## src/rtl/risc_spm_boot_loader_pkg.sv

```systemverilog
// risc_spm_boot_loader_pkg: loader state encoding and default configuration
package risc_spm_boot_loader_pkg;
    typedef enum logic [2:0] {IDLE, CLEAR, LOAD, RUN, HALTED, TIMEOUT} state_e;
    localparam int WORD_SIZE      = 8;
    localparam int ADDR_SIZE      = 8;
    localparam int MEM_DEPTH      = 256;
    localparam int CLEAR_EN       = 1;
    localparam int TIMEOUT_CYCLES = 2800;
    localparam int CNT_SIZE       = 16;
endpackage

```

## src/rtl/risc_spm_boot_loader_if.sv

```systemverilog
// risc_spm_boot_loader_if: image beat handshake in, SRAM write port out
interface risc_spm_boot_loader_if #(
    parameter int word_size = 8,
    parameter int addr_size = 8
);
    logic                 img_valid;
    logic                 img_ready;
    logic                 img_last;
    logic [addr_size-1:0] img_addr;
    logic [word_size-1:0] img_data;
    logic                 mem_wr;
    logic [addr_size-1:0] mem_addr;
    logic [word_size-1:0] mem_data;
    modport master (output img_valid, img_addr, img_data, img_last, input img_ready, mem_wr, mem_addr, mem_data);
    modport slave (input img_valid, img_addr, img_data, img_last, output img_ready, mem_wr, mem_addr, mem_data);
endinterface

```

## src/rtl/risc_spm_boot_loader.sv

```systemverilog
// risc_spm_boot_loader: clears SRAM, streams a boot image into it, then runs the core until HALT or timeout
module risc_spm_boot_loader
    import risc_spm_boot_loader_pkg::*;
#(
    parameter int word_size      = WORD_SIZE,
    parameter int addr_size      = ADDR_SIZE,
    parameter int mem_depth      = MEM_DEPTH,
    parameter int clear_en       = CLEAR_EN,
    parameter int timeout_cycles = TIMEOUT_CYCLES,
    parameter int cnt_size       = CNT_SIZE
) (
    input  logic                  clk,
    input  logic                  rst,
    input  logic                  start_i,
    risc_spm_boot_loader_if.slave bus,
    input  logic                  halt_i,
    output logic                  cpu_rst_o,
    output logic                  busy_o,
    output logic                  done_o,
    output logic                  timeout_o,
    output logic                  addr_err_o,
    output logic [cnt_size-1:0]   run_cycles_o
);
    localparam logic [cnt_size-1:0]  CNT_MAX   = '1;
    localparam logic [addr_size:0]   DEPTH     = (addr_size+1)'(mem_depth);
    localparam logic [addr_size-1:0] LAST_ADDR = addr_size'(mem_depth - 1);
    state_e               state_q;
    logic                 mem_wr_q, img_ready_q, cpu_rst_q, busy_q, done_q, timeout_q, addr_err_q;
    logic [addr_size-1:0] mem_addr_q;
    logic [word_size-1:0] mem_data_q;
    logic [cnt_size-1:0]  run_q, run_d;
    logic                 accept, in_range, tmo_hit;
    always_comb begin
        run_d    = (run_q == CNT_MAX) ? run_q : run_q + cnt_size'(1);
        accept   = bus.img_valid && img_ready_q;
        in_range = {1'b0, bus.img_addr} < DEPTH;
        tmo_hit  = (timeout_cycles != 0) && (32'(run_d) == 32'(timeout_cycles));
    end
    always_ff @(posedge clk) begin
        if (!rst) begin
            state_q     <= IDLE;
            mem_wr_q    <= 1'b0;
            mem_addr_q  <= '0;
            mem_data_q  <= '0;
            img_ready_q <= 1'b0;
            cpu_rst_q   <= 1'b0;
            busy_q      <= 1'b0;
            done_q      <= 1'b0;
            timeout_q   <= 1'b0;
            addr_err_q  <= 1'b0;
            run_q       <= '0;
        end else begin
            mem_wr_q <= 1'b0;
            unique case (state_q)
                IDLE, HALTED, TIMEOUT: if (start_i) begin
                    state_q     <= (clear_en != 0) ? CLEAR : LOAD;
                    mem_wr_q    <= clear_en != 0;
                    mem_addr_q  <= '0;
                    mem_data_q  <= '0;
                    img_ready_q <= clear_en == 0;
                    cpu_rst_q   <= 1'b0;
                    busy_q      <= 1'b1;
                    done_q      <= 1'b0;
                    timeout_q   <= 1'b0;
                    addr_err_q  <= 1'b0;
                    run_q       <= '0;
                end
                CLEAR: begin
                    mem_wr_q    <= mem_addr_q != LAST_ADDR;
                    mem_addr_q  <= (mem_addr_q == LAST_ADDR) ? mem_addr_q : mem_addr_q + addr_size'(1);
                    img_ready_q <= mem_addr_q == LAST_ADDR;
                    state_q     <= (mem_addr_q == LAST_ADDR) ? LOAD : CLEAR;
                end
                LOAD: if (accept) begin
                    mem_wr_q   <= in_range;
                    addr_err_q <= addr_err_q || !in_range;
                    if (in_range) begin
                        mem_addr_q <= bus.img_addr;
                        mem_data_q <= bus.img_data;
                    end
                    if (bus.img_last) begin
                        state_q     <= RUN;
                        img_ready_q <= 1'b0;
                    end
                end
                RUN: begin
                    // halt outranks a coincident timeout; a halted core keeps its reset released
                    run_q     <= run_d;
                    cpu_rst_q <= halt_i || !tmo_hit;
                    if (halt_i || tmo_hit) begin
                        state_q   <= halt_i ? HALTED : TIMEOUT;
                        busy_q    <= 1'b0;
                        done_q    <= halt_i;
                        timeout_q <= !halt_i;
                    end
                end
                default: ;
            endcase
        end
    end
    assign bus.img_ready = img_ready_q;
    assign bus.mem_wr    = mem_wr_q;
    assign bus.mem_addr  = mem_addr_q;
    assign bus.mem_data  = mem_data_q;
    assign cpu_rst_o     = cpu_rst_q;
    assign busy_o        = busy_q;
    assign done_o        = done_q;
    assign timeout_o     = timeout_q;
    assign addr_err_o    = addr_err_q;
    assign run_cycles_o  = run_q;
endmodule
```

## src/flat_wrapper.sv

```systemverilog
// flat-port wrapper written by rule: the top's interface ports become plain ports
module risc_spm_boot_loader_flat import risc_spm_boot_loader_pkg::*;
#(
    parameter int word_size      = WORD_SIZE,
    parameter int addr_size      = ADDR_SIZE,
    parameter int mem_depth      = MEM_DEPTH,
    parameter int clear_en       = CLEAR_EN,
    parameter int timeout_cycles = TIMEOUT_CYCLES,
    parameter int cnt_size       = CNT_SIZE
)
  (clk, rst, start_i, halt_i, cpu_rst_o, busy_o, done_o, timeout_o, addr_err_o, run_cycles_o, bus_img_valid, bus_img_addr, bus_img_data, bus_img_last, bus_img_ready, bus_mem_wr, bus_mem_addr, bus_mem_data);
  risc_spm_boot_loader_if #(.word_size(word_size), .addr_size(addr_size)) bus_i ();
  input  logic clk;
  input  logic rst;
  input  logic start_i;
  input  logic halt_i;
  output logic cpu_rst_o;
  output logic busy_o;
  output logic done_o;
  output logic timeout_o;
  output logic addr_err_o;
  output logic [cnt_size-1:0] run_cycles_o;
  input wire logic [$bits(bus_i.img_valid)-1:0] bus_img_valid;
  input wire logic [$bits(bus_i.img_addr)-1:0] bus_img_addr;
  input wire logic [$bits(bus_i.img_data)-1:0] bus_img_data;
  input wire logic [$bits(bus_i.img_last)-1:0] bus_img_last;
  output wire logic [$bits(bus_i.img_ready)-1:0] bus_img_ready;
  output wire logic [$bits(bus_i.mem_wr)-1:0] bus_mem_wr;
  output wire logic [$bits(bus_i.mem_addr)-1:0] bus_mem_addr;
  output wire logic [$bits(bus_i.mem_data)-1:0] bus_mem_data;
  assign bus_i.img_valid = bus_img_valid;
  assign bus_i.img_addr = bus_img_addr;
  assign bus_i.img_data = bus_img_data;
  assign bus_i.img_last = bus_img_last;
  assign bus_img_ready = bus_i.img_ready;
  assign bus_mem_wr = bus_i.mem_wr;
  assign bus_mem_addr = bus_i.mem_addr;
  assign bus_mem_data = bus_i.mem_data;
  risc_spm_boot_loader #(.word_size(word_size), .addr_size(addr_size), .mem_depth(mem_depth), .clear_en(clear_en), .timeout_cycles(timeout_cycles), .cnt_size(cnt_size)) u_core (.clk(clk), .rst(rst), .start_i(start_i), .bus(bus_i), .halt_i(halt_i), .cpu_rst_o(cpu_rst_o), .busy_o(busy_o), .done_o(done_o), .timeout_o(timeout_o), .addr_err_o(addr_err_o), .run_cycles_o(run_cycles_o));
endmodule
```

## config.mk

```make
export PLATFORM = sky130hd
export DESIGN_NAME = risc_spm_boot_loader_flat
export DESIGN_NICKNAME = d
export VERILOG_FILES = /design/src/rtl/risc_spm_boot_loader_pkg.sv /design/src/rtl/risc_spm_boot_loader_if.sv /design/src/rtl/risc_spm_boot_loader.sv /design/src/flat_wrapper.sv
export SDC_FILE = /design/constraint.sdc
export NUM_CORES = 1
export LEC_CHECK = 0
export BUFFER_PORTS_ARGS = -buffer_cell sky130_fd_sc_hd__buf_2
export CELL_PAD_IN_SITES_DETAIL_PLACEMENT = 0
export CELL_PAD_IN_SITES_GLOBAL_PLACEMENT = 1
export CORE_MARGIN = 8
export CORE_UTILIZATION = 38
export CTS_CLUSTER_SIZE = 40
export DETAILED_ROUTE_END_ITERATION = 7
export PLACE_DENSITY_LB_ADDON = 0.1
export SLEW_MARGIN = 20
export SYNTH_ARGS = -nofsm -noshare
export SYNTH_HDL_FRONTEND = slang
export SYNTH_SLANG_ARGS = --single-unit
```

## constraint.sdc

```tcl
create_clock -name clk -period 3.1 [get_ports clk]
set_clock_uncertainty 0.2 [all_clocks]
set_input_delay 0.62 -clock clk [delete_from_list [all_inputs] [get_ports clk]]
set_output_delay 0.62 -clock clk [all_outputs]
set_load 0.05 [all_outputs]
```

==> results of run 1 <==
## cell usage in the layout, fill, tap and decap left out, types with 2 or more instances in the layout
cell	instances
buf_2	59
nand2_1	51
dfxtp_1	40
o21ai_0	27
nor2_1	23
nand3_1	22
a21oi_1	16
a21boi_0	14
nor2b_1	11
nor3_1	10
buf_4	10
nand4_1	6
clkbuf_8	6
nand2b_1	5
and2_1	5
nor4_1	5
o211a_1	5
a31oi_1	4
inv_1	4
o221a_2	4
and4_1	3
and3_1	3
o21a_1	3
a21o_1	2
xor2_1	2
or3_1	2
o31ai_1	2
ha_1	2
## area by class of cell
type	instances	area, µm²	share of cell area (%)
flip-flops and latches	41	822	28.7
repair buffers	69	370	12.9
well taps	77	96.3	3.37
inverters	4	15.0	0.525
clock buffers	7	86.3	3.02
multi-input cells	252	1470	51.4
## critical path, cell delays in order, from the launching register on
cell      delay, ns
dfxtp_1        0.55
nand4_4        0.20
or4_4          0.61
or3_1          0.38
a211oi_2       0.31
nand3_2        0.13
o311a_1        0.31
## power breakdown
part / internal [mW] / switching [mW]
combinational: 0.0295 / 0.0596
clock: 0.177 / 0.185
sequential: 0.531 / 0.00494
## per-stage QoR
step	cell area, µm²	instances	utilization, %
floorplan	2390	316	-
global placement	2780	443	44.7
detailed placement	2780	443	44.7
CTS	2860	450	46.1
global route	2860	450	46.1
finish	2860	450	46.1
## layer usage
metal  wire length, µm  vias up  part of all wire [%]
met3               449       15                   6.3
met1              3310     1135                    47
met4               155        0                   2.2
met5                 0        -                     0
li1                  -     1258                     -
met2              3180       76                    45
## kinds of logic (layout without fill, tap and decap cells)
family,count (synthesis),in the layout,share of synthesized area [%]
flip-flops,41,41,34.3
buffers and inverters,23,80,4.13
multiplexers,2,2,0.890
AND/OR/NAND/NOR,153,153,32.4
AO/OA/AOI/OAI,91,91,26.0
XOR/XNOR,3,3,1.10
other,1,1,0.157
adder cells (fa/ha/maj),2,2,1.05
## flip-flops by register name (all words and copies together) (netlist names)
signal	cells
u_core.bus.img_ready	1
u_core.bus.mem_addr	8
u_core.bus.mem_data	8
u_core.bus.mem_wr	1
u_core.busy_o	1
u_core.cpu_rst_o	1
u_core.done_o	1
u_core.run_cycles_o	16
u_core.state_q	3
u_core.timeout_o	1
## worst max path at each step
stage / endpoint / slack, ns
detailed placement: u_core.cpu_rst_o / 0.31
finish: u_core.cpu_rst_o / 0.31
global placement: u_core.cpu_rst_o / 0.37
floorplan: u_core.cpu_rst_o / 0.02
global route: u_core.cpu_rst_o / 0.09
CTS: u_core.cpu_rst_o / 0.30
==> results by group, run 1 <==
Clock tree
  – Clk sink count: 41
  – Clock Tree Buf Depth: 2
  – TritonCTS buffer count: 5
  – CTS tree: yes
  – Hold Buf Count CTS: 0
  – Setup bufs post-CTS: 0
  – CTS resizes: 0
  – Reg clk slew, reported paths: approximately 0.080 ns
  – CTS root buffer: clkbuf_8
  – Latest clock arrival within the worst-skew pair: slightly below 0.3 ns
  – H-tree levels: 2

Drt
  – Post-route ant nets: 0
  – DRC violations left: 0
  – Initial drt markers: around 120
  – DR vias: 2484
  – Routed wire length: around 7100 µm
  – Drt first pass iters: 4
  – WL/cell: 15.7 µm
  – Vias per inst: around 5.5

Synth
  – Post-synth EDFFs: 0
  – YS warnings: 0
  – Synth top cells by count: 51 x nand2_1, 41 x dfxtp_1, 27 x o21ai_0
  – Leading area contributor after synthesis: dfxtp_1
  – Synth area leaders: dfxtp_1 34%, nand2_1 8.0%, o21ai_0 5.7%, nand3_1 4.6%, a21boi_0 4.4%
  – Post-synth ARST share: 0%
  – Netlist cell types: 53
  – Area fraction of the dominant cell type after synthesis: approximately a third
  – Top-count cell post-synth: nand2_1
  – Syn avg cell area: 7.57 µm²
  – Sequential share of the synthesized area: about a third
  – Yosys reg bits: just over 40
  – Post-synth design cell area: around 2400 µm²
  – Post-synth net total: 340
  – Most used flip-flop cell after synthesis: dfxtp_1
  – Mapped Cells: between 300 and 400

Global routing
  – GRT met3 Usage: under 10%
  – GRT Total Usage: between 10% and 20%
  – Global-route wire length before repair: 11400 µm
  – M1 GR Usage: roughly 20%
  – Initial antenna violation count: 0
  – Gr ovfl total: 0
  – Largest net degree at the start of global routing: 22
  – Number of global-route vias before repair: around 2400
  – Top Usage Layer GRT: met2
  – M2 GR Usage: between 20% and 30%

Power and ir drop
  – Max VDD drop: roughly 0.21 mV
  – Total power per unit cell area: roughly 340 nW/µm²
  – Leakage: approximately 1.2 nW
  – Power Total: ~990 µW

Layout
  – Synthesis-to-finish area growth: 19.7%
  – Inserted Diodes: 0
  – Layout cell share with drive strength beyond 1: approximately 23%
  – Nets: slightly below 400
  – Fillers: 635

Timing
  – Final setup vio count: 0
  – Hold Slack: 0.257 ns
  – Slew @ Worst Pin: 0.693 ns
  – Worst setup margin: between 0.3 and 0.4 ns
  – FMAX: approximately 360 MHz
  – Unrepaired setup endpoints after global routing: false
  – Slew Limit Fails: 0
  – Slew HR: roughly 54%
  – Post-route clock period utilization: roughly 90%
  – Final min period: between 2 and 3 ns
  – Final count of hold timing violations: 0
  – Fin Setup TNS: 0 ns

Placed design
  – Hpwl dp: 5130 µm
  – Port Buf Inserts: approximately 60
  – Place WS: a little over 0.3 ns
  – Placer congestion estimate: 0.888

Critical path
  – RR Startpoint: u_core.run_cycles_o[4]
  – Worst r2r path cells: 6
  – R2R Path End: u_core.cpu_rst_o
  – Startpoint types: flip-flop
  – Arr. time, crit path: 2.77 ns
  – Critical Path Fanout Max: 9
  – Setup CP Type: reg2reg
  – Critical Path End Type: flip-flop
  – Critical Path Start: u_core.run_cycles_o[4]
  – R2r setup slk: slightly above 0.3 ns
  – CP required: 3.08 ns

Die
  – Die H: ~95 µm
  – # IOs: between 60 and 70
  – Die area: 9090 µm²
  – Die width: 95.3 µm
  – Core ar.: ~6200 µm²
  – Row cnt: 29
  – Starting Density: 38.5%

Job
  – Max_cap viols: 0

Worst hold path
  – Hold depth: 2
  – Hold WC Path Type: reg2reg
  – WHS Endpoint: u_core.bus.mem_data[0]
  – Hold Path Origin: u_core.bus.mem_data[0]

Outcome
  – Status: finished, final reports clean
Power figures use the tool's default switching activity.
==> run 2: changes to the inputs <==
Settings changed: CORE_ASPECT_RATIO from default to 1.2.
==> run 2 against run 1 <==
  * Count of clock-buffer cells in the layout did not move
  * Critical path depth did not move
  * Largest cell class unchanged
  * Highest routed layer unchanged
  * Via count rose by 1.3%
  * Hold slack improved by 0.0051 ns
  * Sequential share of layout area fell by 0.51 points
  * Design area rose by 1.8%
  * Sequential power barely moved
==> results by group, run 2 (same netlist as run 1, synthesis figures left out) <==
Critical path
  – CP peak stage delay: 0.61 ns (about the same)
  – Critical Path End Type: flip-flop (unchanged)
  – Arr. time, crit path: 2.78 ns (was 2.77 ns)
  – RR Startpoint: u_core.run_cycles_o[4] (unchanged)
  – Critical Path Start: u_core.run_cycles_o[4] (unchanged)
  – Critical Path Fanout Max: 9 (unchanged)
  – Critical-path cell list: nand4_4 > or4_4 > or3_1 > a211oi_2 > nand3_2 > o311a_1 (unchanged)
  – Setup CP Type: reg2reg (unchanged)
  – Worst r2r path cells: 6 (unchanged)
  – R2R Path End: u_core.cpu_rst_o (unchanged)
  – Startpoint types: flip-flop (unchanged)
  – CP Capture Point: u_core.cpu_rst_o (unchanged)
  – Slowest CP cell: or4_4 (unchanged)
  – R2r setup slk: 0.31 ns (about the same)
  – CP required: 3.09 ns (was 3.08 ns)

Power and ir drop
  – Leakage: 1.20 nW (was 1.17 nW)
  – Total power per unit cell area: 371 nW/µm² (was 345 nW/µm²)
  – Max VDD drop: 0.248 mV (was 0.208 mV)

Die
  – Starting Density: 39.5% (was 38.5%)
  – Die area: 9100 µm² (was 9090 µm²)
  – # IOs: 61 (unchanged)
  – Row cnt: 31 (was 29)
  – Die H: 103 µm (was 95.3 µm)
  – Die width: 88.4 µm (was 95.3 µm)
  – Core ar.: 6050 µm² (was 6200 µm²)

Timing
  – Post-route clock period utilization: 90.1% (about the same)
  – FMAX: 358 MHz (about the same)
  – Final min period: 2.79 ns (about the same)
  – Slew HR: 51.7% (was 53.6%)
  – Unrepaired setup endpoints after global routing: false (unchanged)
  – Slew Limit Fails: 0 (unchanged)
  – Fin Setup TNS: 0 ns (unchanged)
  – Slew @ Worst Pin: 0.721 ns (was 0.693 ns)
  – Final setup vio count: 0 (unchanged)
  – Final count of hold timing violations: 0 (unchanged)

Placed design
  – Placer congestion estimate: 0.839 (was 0.888)
  – Hpwl dp: 5280 µm (was 5130 µm)
  – Placed insts: 450 (was 443)
  – Port Buf Inserts: 59 (unchanged)

Global routing
  – M2 GR Usage: 28.4% (was 25.3%)
  – Global-route wire length before repair: 12100 µm (was 11400 µm)
  – GRT Total Usage: 16.5% (was 15.7%)
  – Top Usage Layer GRT: met2 (unchanged)
  – GRT met3 Usage: 4.39% (was 4.02%)
  – M1 GR Usage: 19.5% (was 19.6%)
  – Number of global-route vias before repair: 2480 (was 2389)
  – Largest net degree at the start of global routing: 26 (was 22)
  – Initial antenna violation count: 0 (unchanged)
  – Gr ovfl total: 0 (unchanged)

Clock tree
  – Setup bufs post-CTS: 0 (unchanged)
  – CTS tree: yes (unchanged)
  – Clk sink count: 41 (unchanged)
  – TritonCTS buffer count: 5 (unchanged)
  – Latest clock arrival within the worst-skew pair: 0.29 ns (about the same)
  – H-tree levels: 2 (unchanged)
  – Reg clk slew, reported paths: 0.08 ns (about the same)
  – CTS resizes: 0 (unchanged)
  – Hold Buf Count CTS: 0 (unchanged)
  – Clock Tree Buf Depth: 2 (unchanged)
  – CTS root buffer: clkbuf_8 (unchanged)

Worst hold path
  – Hold WC Path Type: reg2reg (unchanged)

Layout
  – Nets: 399 (was 397)
  – Synthesis-to-finish area growth: 21.8% (was 19.7%)
  – Largest register FFs: 16 (unchanged)
  – Most frequent cells in the layout: 59 x buf_2, 51 x nand2_1, 40 x dfxtp_1 (unchanged)
  – Final non-filler cell total: 458 (was 450)
  – Inserted Diodes: 0 (unchanged)
  – Most common cell after layout, fill and taps aside: buf_2 (unchanged)
  – Fillers: 660 (was 635)
  – Layout cell share with drive strength beyond 1: 23.7% (was 23.1%)

Drt
  – Initial drt markers: 109 (was 122)
  – Drt first pass iters: 7 (was 4)
  – DR vias: 2517 (was 2484)
  – Vias per inst: 5.50 (was 5.52)
  – DRC violations left: 0 (unchanged)
  – Routed wire length: 7090 µm (about the same)
  – Post-route ant nets: 0 (unchanged)
  – WL/cell: 15.5 µm (was 15.7 µm)

Job
  – Max_cap viols: 0 (unchanged)

Outcome
  – Status: finished, final reports clean (unchanged)
[run 2: worst min-delay path by stage]
stage	start	to	slack [ns]	depth (start not counted)
final	u_core.bus.mem_data[2]	u_core.bus.mem_data[2]	0.26	2
after global routing	u_core.bus.mem_data[2]	u_core.bus.mem_data[2]	0.29	2
after CTS	u_core.bus.mem_data[2]	u_core.bus.mem_data[2]	0.27	2
after detailed placement	u_core.bus.mem_data[2]	u_core.bus.mem_data[2]	0.25	2
after global placement	u_core.bus.mem_data[7]	u_core.bus.mem_data[7]	0.24	2
after floorplan	u_core.state_q[2]	u_core.state_q[2]	0.26	2
[run 2: layout make-up]
class                           instances  area (µm²)  share of cell area [%]
Timing Repair Buffer                   71         385                    13.2
Clock inverter                          1        30.0                    1.03
Multi-Input combinational cell        252        1470                    50.5
Tap cell                               82         103                    3.52
Sequential cell                        41         822                    28.2
Inverter                                4        15.0                   0.515
Clock buffer                            7        86.3                    2.96
[run 2: per-layer routing]
metal  part of all wire, %  vias up  wire length [µm]
li1                      -     1269                 -
met1                    44     1175              3090
met2                    49       67              3500
met3                   6.1        6               434
met4                  0.99        0                70
met5                     0        -                 0
[run 2: per-stage QoR]
stage	power, mW	hold slack, ns	setup WS (ns)	utilization (%)	area [µm²]
final	1.08	0.262	0.306	48.1	2910
after global routing	1.12	0.293	0.182	48.1	2910
after CTS	1.10	0.266	0.293	48.1	2910
after detailed placement	0.638	0.254	0.307	46.2	2800
after global placement	0.637	0.244	0.389	46.2	2800
after floorplan	0.606	0.264	0.0160	-	2390
[run 2: where the power goes]
part | total [mW] | internal, mW | switching [mW] | leakage, nW
Sequential | 0.536 | 0.531 | 0.00492 | 0.332
Combinational | 0.0895 | 0.0295 | 0.0600 | 0.806
Clock | 0.456 | 0.263 | 0.193 | 0.0585
[run 2: critical path, delay by kind of cell, from the launching register on]
| kind | cells | cell delay [ns] |
|---|---|---|
| simple gates | 4 | 1.33 |
| compound gates | 2 | 0.61 |
| flops | 1 | 0.55 |
==> run 3: changes to the inputs <==
--- a/config.mk
+++ b/config.mk
@@ -14,4 +14,5 @@
 export CTS_CLUSTER_SIZE = 40
 export DETAILED_ROUTE_END_ITERATION = 7
+export HOLD_SLACK_MARGIN = 0.05
 export PLACE_DENSITY_LB_ADDON = 0.1
 export SLEW_MARGIN = 20
==> constraint.sdc (replaced) <==
create_clock -name clk -period 3.1 [get_ports clk]
set_clock_uncertainty 0.2 [all_clocks]
set_input_delay 0.155 -clock clk [delete_from_list [all_inputs] [get_ports clk]]
set_output_delay 0.155 -clock clk [all_outputs]
set_load 0.05 [all_outputs]
==> run 3 against run 2 <==
  * Flip-flop and latch count did not move
  * Worst setup slack improved by 0.0048 ns
  * Die area did not move
  * Clock power fell by 1%
  * Routed wire length rose by 2.2%
  * Via count rose by 1.7%
  * First-iteration DRC count rose by 10%
==> results by group, run 3 (same netlist as run 1, synthesis figures left out) <==
Global routing
  – GRT Total Usage: 16.6% (was 16.5%)
  – Initial antenna violation count: 0 (unchanged)
  – Largest net degree at the start of global routing: 39 (was 26)
  – Number of global-route vias before repair: 2585 (was 2480)
  – Global-route wire length before repair: 12200 µm (was 12100 µm)
  – Gr ovfl total: 0 (unchanged)

Critical path
  – RR Startpoint: u_core.run_cycles_o[4] (unchanged)
  – Critical-path cell list: nand4_4 > or4_4 > or3_1 > a211oi_2 > nand3_2 > o311a_1 (unchanged)
  – R2r setup slk: 0.31 ns (about the same)
  – Slowest CP cell: or4_4 (unchanged)
  – Startpoint types: flip-flop (unchanged)
  – Critical Path End Type: flip-flop (unchanged)
  – Arr. time, crit path: 2.77 ns (was 2.78 ns)
  – CP required: 3.08 ns (was 3.09 ns)
  – Critical Path Fanout Max: 9 (unchanged)
  – Setup CP Type: reg2reg (unchanged)
  – CP peak stage delay: 0.61 ns (about the same)
  – Critical Path Start: u_core.run_cycles_o[4] (unchanged)

Layout
  – Largest register FFs: 16 (unchanged)
  – Most common cell after layout, fill and taps aside: buf_2 (unchanged)
  – Most frequent cells in the layout: 59 x buf_2, 51 x nand2_1, 40 x dfxtp_1 (unchanged)
  – Inserted Diodes: 0 (unchanged)
  – Area of the multi-input gates: 1470 µm² (unchanged)
  – Synthesis-to-finish area growth: 28.8% (was 21.8%)
  – Final Instance Area: 3080 µm² (was 2910 µm²)
  – Fillers: 623 (was 660)
  – Fin util: 50.9% (was 48.1%)
  – Nets: 415 (was 399)
  – Layout cell share with drive strength beyond 1: 22.7% (was 23.7%)
  – Seq. cell area: 822 µm² (unchanged)

Placed design
  – Placer congestion estimate: 0.826 (was 0.839)
  – Hpwl dp: 5180 µm (was 5280 µm)
  – Port Buf Inserts: 59 (unchanged)
  – Post-DP Area: 2790 µm² (was 2800 µm²)

Clock tree
  – H-tree levels: 2 (unchanged)
  – Setup bufs post-CTS: 0 (unchanged)
  – Latest clock arrival within the worst-skew pair: 0.29 ns (about the same)
  – CTS tree: yes (unchanged)
  – Clock Tree Buf Depth: 2 (unchanged)
  – CTS resizes: 0 (unchanged)
  – Hold Buf Count CTS: 17 (was 0)
  – CTS root buffer: clkbuf_8 (unchanged)
  – Reg clk slew, reported paths: 0.08 ns (about the same)
  – TritonCTS buffer count: 5 (unchanged)
  – Clk sink count: 41 (unchanged)

Die
  – Die H: 103 µm (unchanged)
  – Row cnt: 31 (unchanged)
  – Die width: 88.4 µm (unchanged)
  – Die area: 9100 µm² (unchanged)
  – Starting Density: 39.5% (unchanged)
  – Core ar.: 6050 µm² (unchanged)
  – # IOs: 61 (unchanged)

Timing
  – FMAX: 359 MHz (was 358 MHz)
  – Final setup vio count: 0 (unchanged)
  – Final count of hold timing violations: 0 (unchanged)
  – Slew Limit Fails: 0 (unchanged)
  – Post-route clock period utilization: 90.0% (was 90.1%)
  – Slew @ Worst Pin: 0.746 ns (was 0.721 ns)
  – Final min period: 2.79 ns (about the same)
  – Unrepaired setup endpoints after global routing: false (unchanged)
  – Fin Setup TNS: 0 ns (unchanged)
  – Slew HR: 50.0% (was 51.7%)

Drt
  – WL/cell: 15.3 µm (was 15.5 µm)
  – DR vias: 2560 (was 2517)
  – Drt first pass iters: 6 (was 7)
  – Vias per inst: 5.40 (was 5.50)
  – Post-route ant nets: 0 (unchanged)
  – DRC violations left: 0 (unchanged)
  – Initial drt markers: 120 (was 109)
  – Routed wire length: 7250 µm (was 7090 µm)

Power and ir drop
  – Total power per unit cell area: 355 nW/µm² (was 371 nW/µm²)
  – Max VDD drop: 0.271 mV (was 0.248 mV)
  – Leakage: 1.26 nW (was 1.20 nW)

Worst hold path
  – Hold WC Path Type: in2reg (was reg2reg)
  – Hold Path Origin: bus_img_last (was u_core.bus.mem_data[2])

Job
  – Max_cap viols: 0 (unchanged)

Outcome
  – Status: finished, final reports clean (unchanged)
## run 3: report_power, final
part / switching (mW) / leakage, nW / internal (mW)
sequential: 0.00519 / 0.332 / 0.531
clock: 0.189 / 0.0574 / 0.262
combinational: 0.0622 / 0.872 / 0.0427
total: 0.256 / 1.26 / 0.836
## run 3: final cells by class
type | count | area share [%]
Multi-Input combinational cell | 252 | 47.8
Sequential cell | 41 | 26.7
Timing Repair Buffer | 87 | 17.8
Tap cell | 82 | 3.33
Clock buffer | 6 | 2.68
Clock inverter | 2 | 1.22
Inverter | 4 | 0.488
## run 3: path summary, 6_finish.rpt
check	end	depth (start not counted)
setup / recovery	u_core.cpu_rst_o	6
hold / removal	u_core.bus.img_ready	4
setup reg to reg	u_core.cpu_rst_o	6
hold reg to reg	u_core.bus.mem_data[2]	2
## run 3: layer usage
layer  share of wire [%]  GRT usage (%)  routed length, µm  vias up
met5                   0              0                  0        -
met4                 1.3           4.95                 91        0
met3                 5.1           3.99                370        7
met2                  49           29.5               3580       55
met1                  44           19.1               3200     1202
li1                    -              -                  -     1296
## run 3: through the flow
| stage | power, mW | setup slack, ns | cells | hold WS, ns |
|---|---|---|---|---|
| 5_1_grt | 1.14 | 0.188 | 474 | 0.108 |
| 6_report | 1.09 | 0.311 | 474 | 0.0688 |
| 4_1_cts | 1.11 | 0.306 | 474 | 0.0589 |
| 2_1_floorplan | 0.606 | 0.0160 | 316 | 0.0892 |
| 3_5_place_dp | 0.637 | 0.321 | 449 | 0.201 |
| 3_3_place_gp | 0.637 | 0.390 | 449 | 0.197 |
## run 3: critical path: cells and delay by family (launching register included)
family	cells	cell delay [ns]
flip-flops	1	0.54
AO/OA/AOI/OAI	2	0.60
AND/OR/NAND/NOR	4	1.33
